$ cat config.mk
export PLATFORM = sky130hd
export DESIGN_NAME = led_blink_ctrl
export DESIGN_NICKNAME = d
export VERILOG_FILES = /design/src/rtl/led_blink_ctrl.sv
export SDC_FILE = /design/constraint.sdc
export NUM_CORES = 1
export LEC_CHECK = 0
export BUFFER_PORTS_ARGS = -buffer_cell sky130_fd_sc_hd__buf_2
export CAP_MARGIN = 10
export CORE_MARGIN = 4
export CORE_UTILIZATION = 40
export DETAILED_ROUTE_END_ITERATION = 8
export HOLD_SLACK_MARGIN = 0.02
export RECOVER_POWER = 100
export SYNTH_ARGS = -nofsm -noshare
export SYNTH_HDL_FRONTEND = slang
export SYNTH_SLANG_ARGS = --single-unit
$ cat constraint.sdc
create_clock -name clk_in -period 3.4 [get_ports clk_in]
set_input_delay 0.17 -clock clk_in [delete_from_list [all_inputs] [get_ports clk_in]]
set_output_delay 0.17 -clock clk_in [all_outputs]
set_load 0.03 [all_outputs]
$ cat src/rtl/led_blink_ctrl.sv
// LED command controller: OFF / solid ON / continuous blink / counted burst.
// Each LED level lasts the latched half-period; a burst ends with a one-cycle done pulse.
module led_blink_ctrl #(
   parameter int DIV_W = 27,
   parameter int CNT_W = 4
) (
   input  logic             clk_in,
   input  logic             rst_n,
   input  logic             cmd_valid,
   output logic             cmd_ready,
   input  logic [1:0]       cmd_mode,
   input  logic [DIV_W-1:0] cmd_half_period,
   input  logic [CNT_W-1:0] cmd_count,
   output logic             led_out,
   output logic             busy,
   output logic             done
);

   localparam logic [1:0] MODE_OFF   = 2'b00;
   localparam logic [1:0] MODE_ON    = 2'b01;
   localparam logic [1:0] MODE_BLINK = 2'b10;

   typedef enum logic [1:0] {
      S_IDLE  = 2'b00,
      S_SOLID = 2'b01,
      S_BLINK = 2'b10,
      S_BURST = 2'b11
   } state_t;

   state_t           state_q, state_d;
   logic             led_q, led_d;
   logic             done_q, done_d;
   logic [DIV_W-1:0] cnt_q, cnt_d;
   logic [DIV_W-1:0] hp_q, hp_d;
   logic [CNT_W-1:0] n_q, n_d;
   logic [CNT_W-1:0] bcnt_q, bcnt_d;

   logic             accept;
   logic [DIV_W-1:0] hp_last;
   logic [CNT_W-1:0] bcnt_nxt;

   assign cmd_ready = (state_q != S_BURST);
   assign busy      = (state_q == S_BLINK) || (state_q == S_BURST);
   assign led_out   = led_q;
   assign done      = done_q;
   assign accept    = cmd_valid && cmd_ready;
   assign hp_last   = hp_q - DIV_W'(1);
   assign bcnt_nxt  = bcnt_q + CNT_W'(1);

   always_comb begin
      state_d = state_q;
      led_d   = led_q;
      done_d  = 1'b0;
      cnt_d   = cnt_q;
      hp_d    = hp_q;
      n_d     = n_q;
      bcnt_d  = bcnt_q;
      if (accept) begin
         // A new command always restarts timing, even mid-phase in BLINK.
         hp_d   = (cmd_half_period == '0) ? DIV_W'(1) : cmd_half_period;
         n_d    = cmd_count;
         cnt_d  = '0;
         bcnt_d = '0;
         case (cmd_mode)
            MODE_OFF: begin
               state_d = S_IDLE;
               led_d   = 1'b0;
            end
            MODE_ON: begin
               state_d = S_SOLID;
               led_d   = 1'b1;
            end
            MODE_BLINK: begin
               state_d = S_BLINK;
               led_d   = 1'b1;
            end
            default: begin
               if (cmd_count == '0) begin
                  state_d = S_IDLE;
                  led_d   = 1'b0;
                  done_d  = 1'b1;
               end else begin
                  state_d = S_BURST;
                  led_d   = 1'b1;
               end
            end
         endcase
      end else if (busy) begin
         if (cnt_q == hp_last) begin
            cnt_d = '0;
            led_d = ~led_q;
            // A burst period is counted when its low half ends.
            if (state_q == S_BURST && !led_q) begin
               bcnt_d = bcnt_nxt;
               if (bcnt_nxt == n_q) begin
                  state_d = S_IDLE;
                  led_d   = 1'b0;
                  done_d  = 1'b1;
                  bcnt_d  = '0;
               end
            end
         end else begin
            cnt_d = cnt_q + DIV_W'(1);
         end
      end
   end

   always_ff @(posedge clk_in or negedge rst_n) begin
      if (!rst_n) begin
         state_q <= S_IDLE;
         led_q   <= 1'b0;
         done_q  <= 1'b0;
         cnt_q   <= '0;
         hp_q    <= '0;
         n_q     <= '0;
         bcnt_q  <= '0;
      end else begin
         state_q <= state_d;
         led_q   <= led_d;
         done_q  <= done_d;
         cnt_q   <= cnt_d;
         hp_q    <= hp_d;
         n_q     <= n_d;
         bcnt_q  <= bcnt_d;
      end
   end

endmodule

# ---- Word-level counts from Yosys, hierarchy flattened
# Index checks and enable logic that the tools add are counted.
dict set report op_classes {
  n_addsub 3
  multipliers 0
  div 0
  order_cmp 0
  eq_ne 7
  shifts 0
  muxes 30
  n_bitwise 1
  n_reduce_logical 16
}
# operator count
set op_table {}
lappend op_table {{27-bit 2-to-1 mux} 4}
lappend op_table {{27-bit by 1-bit adder with 27-bit output (second input constant)} 1}
lappend op_table {{27-bit == test} 1}
lappend op_table {{27-bit logical NOT} 1}
lappend op_table {{27-bit by 1-bit subtractor with 27-bit output (second input constant)} 1}
lappend op_table {{4-bit 2-to-1 mux} 5}
lappend op_table {{1-bit 2-to-1 mux} 13}
lappend op_table {{2-bit 2-to-1 mux} 6}
lappend op_table {{2-bit nonzero test} 4}
lappend op_table {{2-bit == test (second input constant)} 3}
lappend op_table {{2-bit case mux with 3 select lines} 1}
lappend op_table {{4-bit by 1-bit adder with 4-bit output (second input constant)} 1}
lappend op_table {{4-bit == test} 1}
lappend op_table {{4-bit logical NOT} 1}
lappend op_table {{4-bit AND reduction} 1}
lappend op_table {{3-bit AND reduction} 1}
lappend op_table {{3-bit OR reduction} 1}
lappend op_table {{2-bit by 1-bit == test with 1-bit output (second input constant)} 1}
lappend op_table {{1-bit logical AND} 2}
lappend op_table {{2-bit logical NOT} 1}
lappend op_table {{2-bit != test (second input constant)} 1}
lappend op_table {{1-bit case mux with 2 select lines} 1}
lappend op_table {{2-bit AND reduction} 1}
lappend op_table {{2-bit OR reduction} 1}
lappend op_table {{3 further kinds} 3}
dict set report totals {
  reg_bits 66
  latchBits 0
  ramBits 0
  romBits 0
  input_bits 36
  out_inout_bits 4
  word_cells 64
  mem_count 0
}

# ---- Depth between registers and ports, before layout
dict set report depth {
  word_depth 7
  ltp_mapped 12
}

# ---- Worst setup path after synthesis
# Ideal clock, no wire load.
dict set report synth_timing {
  kind {register to register}
  startpoint {register hp_q[0]}
  endpoint {register bcnt_q[2]}
  setup_time_ps 78
  t_arrival_ps 3289
  slack_ps 33
  path_stages_with_launch 11
  path_buffers 0
  cell_sequence {dfrtp_1 inv_1 ha_1 nor3b_1 a21oi_1 or3_1 or4_1 or3_1 or4_4 or4_1 a21oi_1}
}
dict set report synth_via {
  elab_chain_len 4
}
# element line_no
set synth_rtl {}
lappend synth_rtl {{start, declared} 34} ;# logic [DIV_W-1:0] hp_q, hp_d;
lappend synth_rtl {{start signal, assigned} 122} ;# hp_q <= hp_d;
lappend synth_rtl {{27-bit by 1-bit subtractor with 27-bit output} 47} ;# assign hp_last = hp_q - DIV_W'(1);
lappend synth_rtl {{27-bit == test} 89} ;# if (cnt_q == hp_last) begin
lappend synth_rtl {{2-bit nonzero test (no line)} -}
lappend synth_rtl {{3-bit AND reduction (no line)} -}
lappend synth_rtl {{end signal, assigned} 124} ;# bcnt_q <= bcnt_d;
lappend synth_rtl {{end, declared} 36} ;# logic [CNT_W-1:0] bcnt_q, bcnt_d;
# Every way passes these cells.
# A chain may end at the register's enable or synchronous reset.

# ---- Worst setup path in the final report
dict set report layout_timing {
  startpoint {register hp_q[1]}
  endpoint {register bcnt_q[2]}
}
# The elaborated chain is that of the path after synthesis.

==> results by group <==
Synth
  – Post-synthesis average cell area: just over 8 µm²
  – Yosys reg bits: 66
  – FFs w/ async S/R, synth: between 90% and 100%
  – Ys flop type: dfrtp_1
  – Synth warnings: 0
  – Cells after synthesis: slightly above 500
  – Synth Net Count: 554
  – Syn Std Cell Area: 0.00424 mm²
  – Seq/Total Area, Yosys: 38.9%
  – Post-synth cell types: 52
  – Post-synth EDFFs: 0

Power and ir drop
  – Leakage: 2.33 nW
  – Worst vdd ir: 284 µV
  – Pwr dens: roughly 420 mW/mm²

Global routing
  – GRT Residual Overflow: 0
  – First-pass GRT wire length: ~19000 µm
  – Vias in the first global route: 3843
  – Total global-route track usage: 18.9%
  – Antenna violations before repair: 0
  – Largest net degree at the start of global routing: 40

Worst setup path
  – CP max FO: 4
  – CP max stage delay: 0.55 ns
  – CP Launch Type: flip-flop
  – Worst R2R End: bcnt_q[2]
  – FF-to-FF path depth: 9
  – Setup CP Type: reg2reg
  – Crit end category: flip-flop
  – Worst EP required: 3.67 ns
  – FF-to-FF Start: hp_q[1]
  – Reg2reg setup slack: 0.10 ns
  – CP arrival: 3.57 ns
  – CP cell instances: buf_4, or4_4, nor2_2, or4bb_1, a31oi_2, o221ai_2, or4_4, or4_1, a21oi_1
  – Worst path most repeated cell: or4_4
  – Worst-path cell with the longest stage delay: or4_4
  – Critical path startpoint: hp_q[1]

Run status
  – Status: finished, violations left
  – Failing checks: capacitance limit, slew limit

Final layout
  – Antenna cells: 0
  – Area Growth Syn to Fin: 23.4%
  – Final core utilization: 50.7%
  – Most frequent cells in the layout: nand2_1 (128), dfrtp_1 (65), nor2_1 (37), buf_2 (34), buf_4 (34)
  – Fraction of layout cells with a size suffix above 1: 19.8%
  – Most common cell after layout, fill and taps aside: nand2_1
  – Fin nets: between 600 and 700

Floorplan
  – Boundary Pins: 40
  – Core Footprint: 0.0103 mm²
  – DIE WIDTH: 111 µm
  – Starting Density: between 40% and 50%
  – DIE HEIGHT: ~110 µm
  – Row count: 37
  – Die ar.: 0.0123 mm²

Placed design
  – I/O Buffers: 39
  – Gpl congestion: 0.901
  – HPWL Detailed: 8440 µm

Detailed routing
  – DRC Markers: 0
  – Via density per instance: 5.41
  – WL/cell: 15.7 µm
  – Final WL: 11400 µm
  – First DRT Iteration DRCs: 296
  – Vias: 3936
  – Post-route ant nets: 0
  – 1st-pass router iterations: 5

Clocking
  – H-tree Lvls: 3
  – CTS Buffer Depth: 2
  – CTS Sinks: 66
  – Clk pin slew, worst setup/hold paths: roughly 0.07 ns
  – Worst skew pair latency: between 0.3 and 0.4 ns
  – Num CTS Buffers: 9
  – CTS tree: yes
  – Clock Tree Root: clkbuf_8

Flow run
  – Max Cap Violations: 1

Timing
  – Final hold viol count: 0
  – Pins over their slew limit: 29
  – Post-layout min period: 3.30 ns
  – Least-Margin Pin Slew: 1.56 ns
  – Fmax: 303 MHz
  – Slew HR: -4.27%
  – Period Utilization, post-route: 97.0%
  – Final Setup Violations: 0
  – Setup TNS: 0 ns
  – Clock skew: between 0.009 and 0.01 ns

Worst hold path
  – Worst Hold Endpoint: n_q[0]
  – HP Start: cmd_count[0]
  – HP Class: in2reg
  – Hold Crit Depth: 3
==> worst max path at each step <==
| stage | end | slack (ns) | depth (start not counted) |
|---|---|---|---|
| global route | bcnt_q[2] | -0.005 | 12 |
| detailed placement | bcnt_q[2] | -0.08 | 10 |
| CTS | bcnt_q[2] | 0.006 | 10 |
| finish | bcnt_q[2] | 0.10 | 9 |
| floorplan | bcnt_q[2] | 0.03 | 10 |
| global placement | bcnt_q[2] | -0.07 | 10 |
==> sequential cells by signal, indices dropped and copies added, names as in the netlist <==
register,cells
done,1
n_q,4
hp_q,27
cnt_q,27
led_out,1
bcnt_q,4
state_q,2
==> critical path, delay by kind of cell, from the launching register on <==
| family | cells | cell delay (ns) |
|---|---|---|
| AND/OR/NAND/NOR | 5 | 2.20 |
| flip-flops | 1 | 0.40 |
| AO/OA/AOI/OAI | 3 | 0.49 |
| buffers and inverters | 1 | 0.15 |
==> cells in the mapped netlist, types with 2 or more instances <==
cell / instances / area (µm²)
dfrtp_1: 66 / 1650
o21ai_0: 18 / 90.1
mux2i_1: 8 / 80.1
nand3b_1: 3 / 22.5
a31oi_1: 5 / 31.3
nand2b_1: 5 / 31.3
ha_1: 7 / 87.6
xor2_1: 29 / 254
nor4b_1: 3 / 26.3
a21o_1: 6 / 45.0
and3_1: 5 / 31.3
nor3_1: 13 / 65.1
and4_1: 3 / 26.3
o2111ai_1: 4 / 35.0
inv_1: 9 / 33.8
buf_2: 5 / 25.0
a21oi_1: 4 / 20.0
nor4_1: 14 / 87.6
o221ai_1: 2 / 17.5
nand4_1: 14 / 87.6
nand3_1: 15 / 75.1
or4_1: 9 / 67.6
and2_1: 3 / 18.8
nand4b_1: 3 / 26.3
a211oi_1: 4 / 30.0
nand2_1: 128 / 480
nor2b_1: 4 / 25.0
o211ai_1: 5 / 37.5
nor2_1: 38 / 143
xnor2_1: 26 / 228
clkbuf_1: 19 / 71.3
or2_2: 7 / 43.8
or3_1: 8 / 50.1
==> layer usage <==
| layer | vias up | wire, µm | track usage, % | part of all wire, % |
|---|---|---|---|---|
| met5 | - | 0 | 0 | 0 |
| met4 | 0 | 231 | 7.06 | 2.0 |
| met3 | 17 | 502 | 2.24 | 4.4 |
| met2 | 104 | 5320 | 29.8 | 47 |
| met1 | 1876 | 5380 | 26.6 | 47 |
| li1 | 1939 | - | - | - |
==> through the flow <==
step                hold slack, ns  cells  power [mW]  cell area (µm²)  setup slack [ns]
floorplan                   -0.126    511        1.28             4240            0.0331
global placement             0.243    691        1.48             4750           -0.0699
detailed placement           0.246    691        1.49             4750           -0.0777
CTS                         0.0202    722        2.19             5140           0.00568
global route                0.0318    728        2.34             5240          -0.00478
finish                      0.0361    728        2.20             5240             0.102
==> kinds of logic (layout without fill, tap and decap cells) <==
logic type,Yosys count,after routing,share of synthesized area (%)
flip-flops,66,66,38.9
buffers and inverters,34,115,3.33
XOR/XNOR,55,55,11.4
AO/OA/AOI/OAI,56,56,8.76
AND/OR/NAND/NOR,285,285,33.7
adder cells (fa/ha/maj),7,7,2.06
multiplexers,8,8,1.89
==> where the power goes <==
part           internal (mW)  total [mW]  leakage (nW)  switching [mW]
clock network          0.371       0.665        0.0946           0.294
registers              0.855       0.954         0.860          0.0990
logic                  0.254       0.584          1.37           0.330
==> final cells by class <==
class | count | area, µm²
repair buffers | 92 | 628
well taps | 136 | 170
inverters | 9 | 33.8
flip-flops and latches | 66 | 1650
clock inverters | 2 | 37.5
clock buffers | 12 | 155
multi-input cells | 411 | 2560
fillers | 978 | 5090
==> what timing repair did <==
action                                  in CTS  in global routing
gates cloned                                 0                  0
hold endpoints to repair                    41                  0
endpoints found under the setup margin       3                 29
setup buffers                                2                  6
resized for setup                            8                 16
pin swaps                                    3                 14
hold buffers                                15                  0
Power figures use the tool's default switching activity.
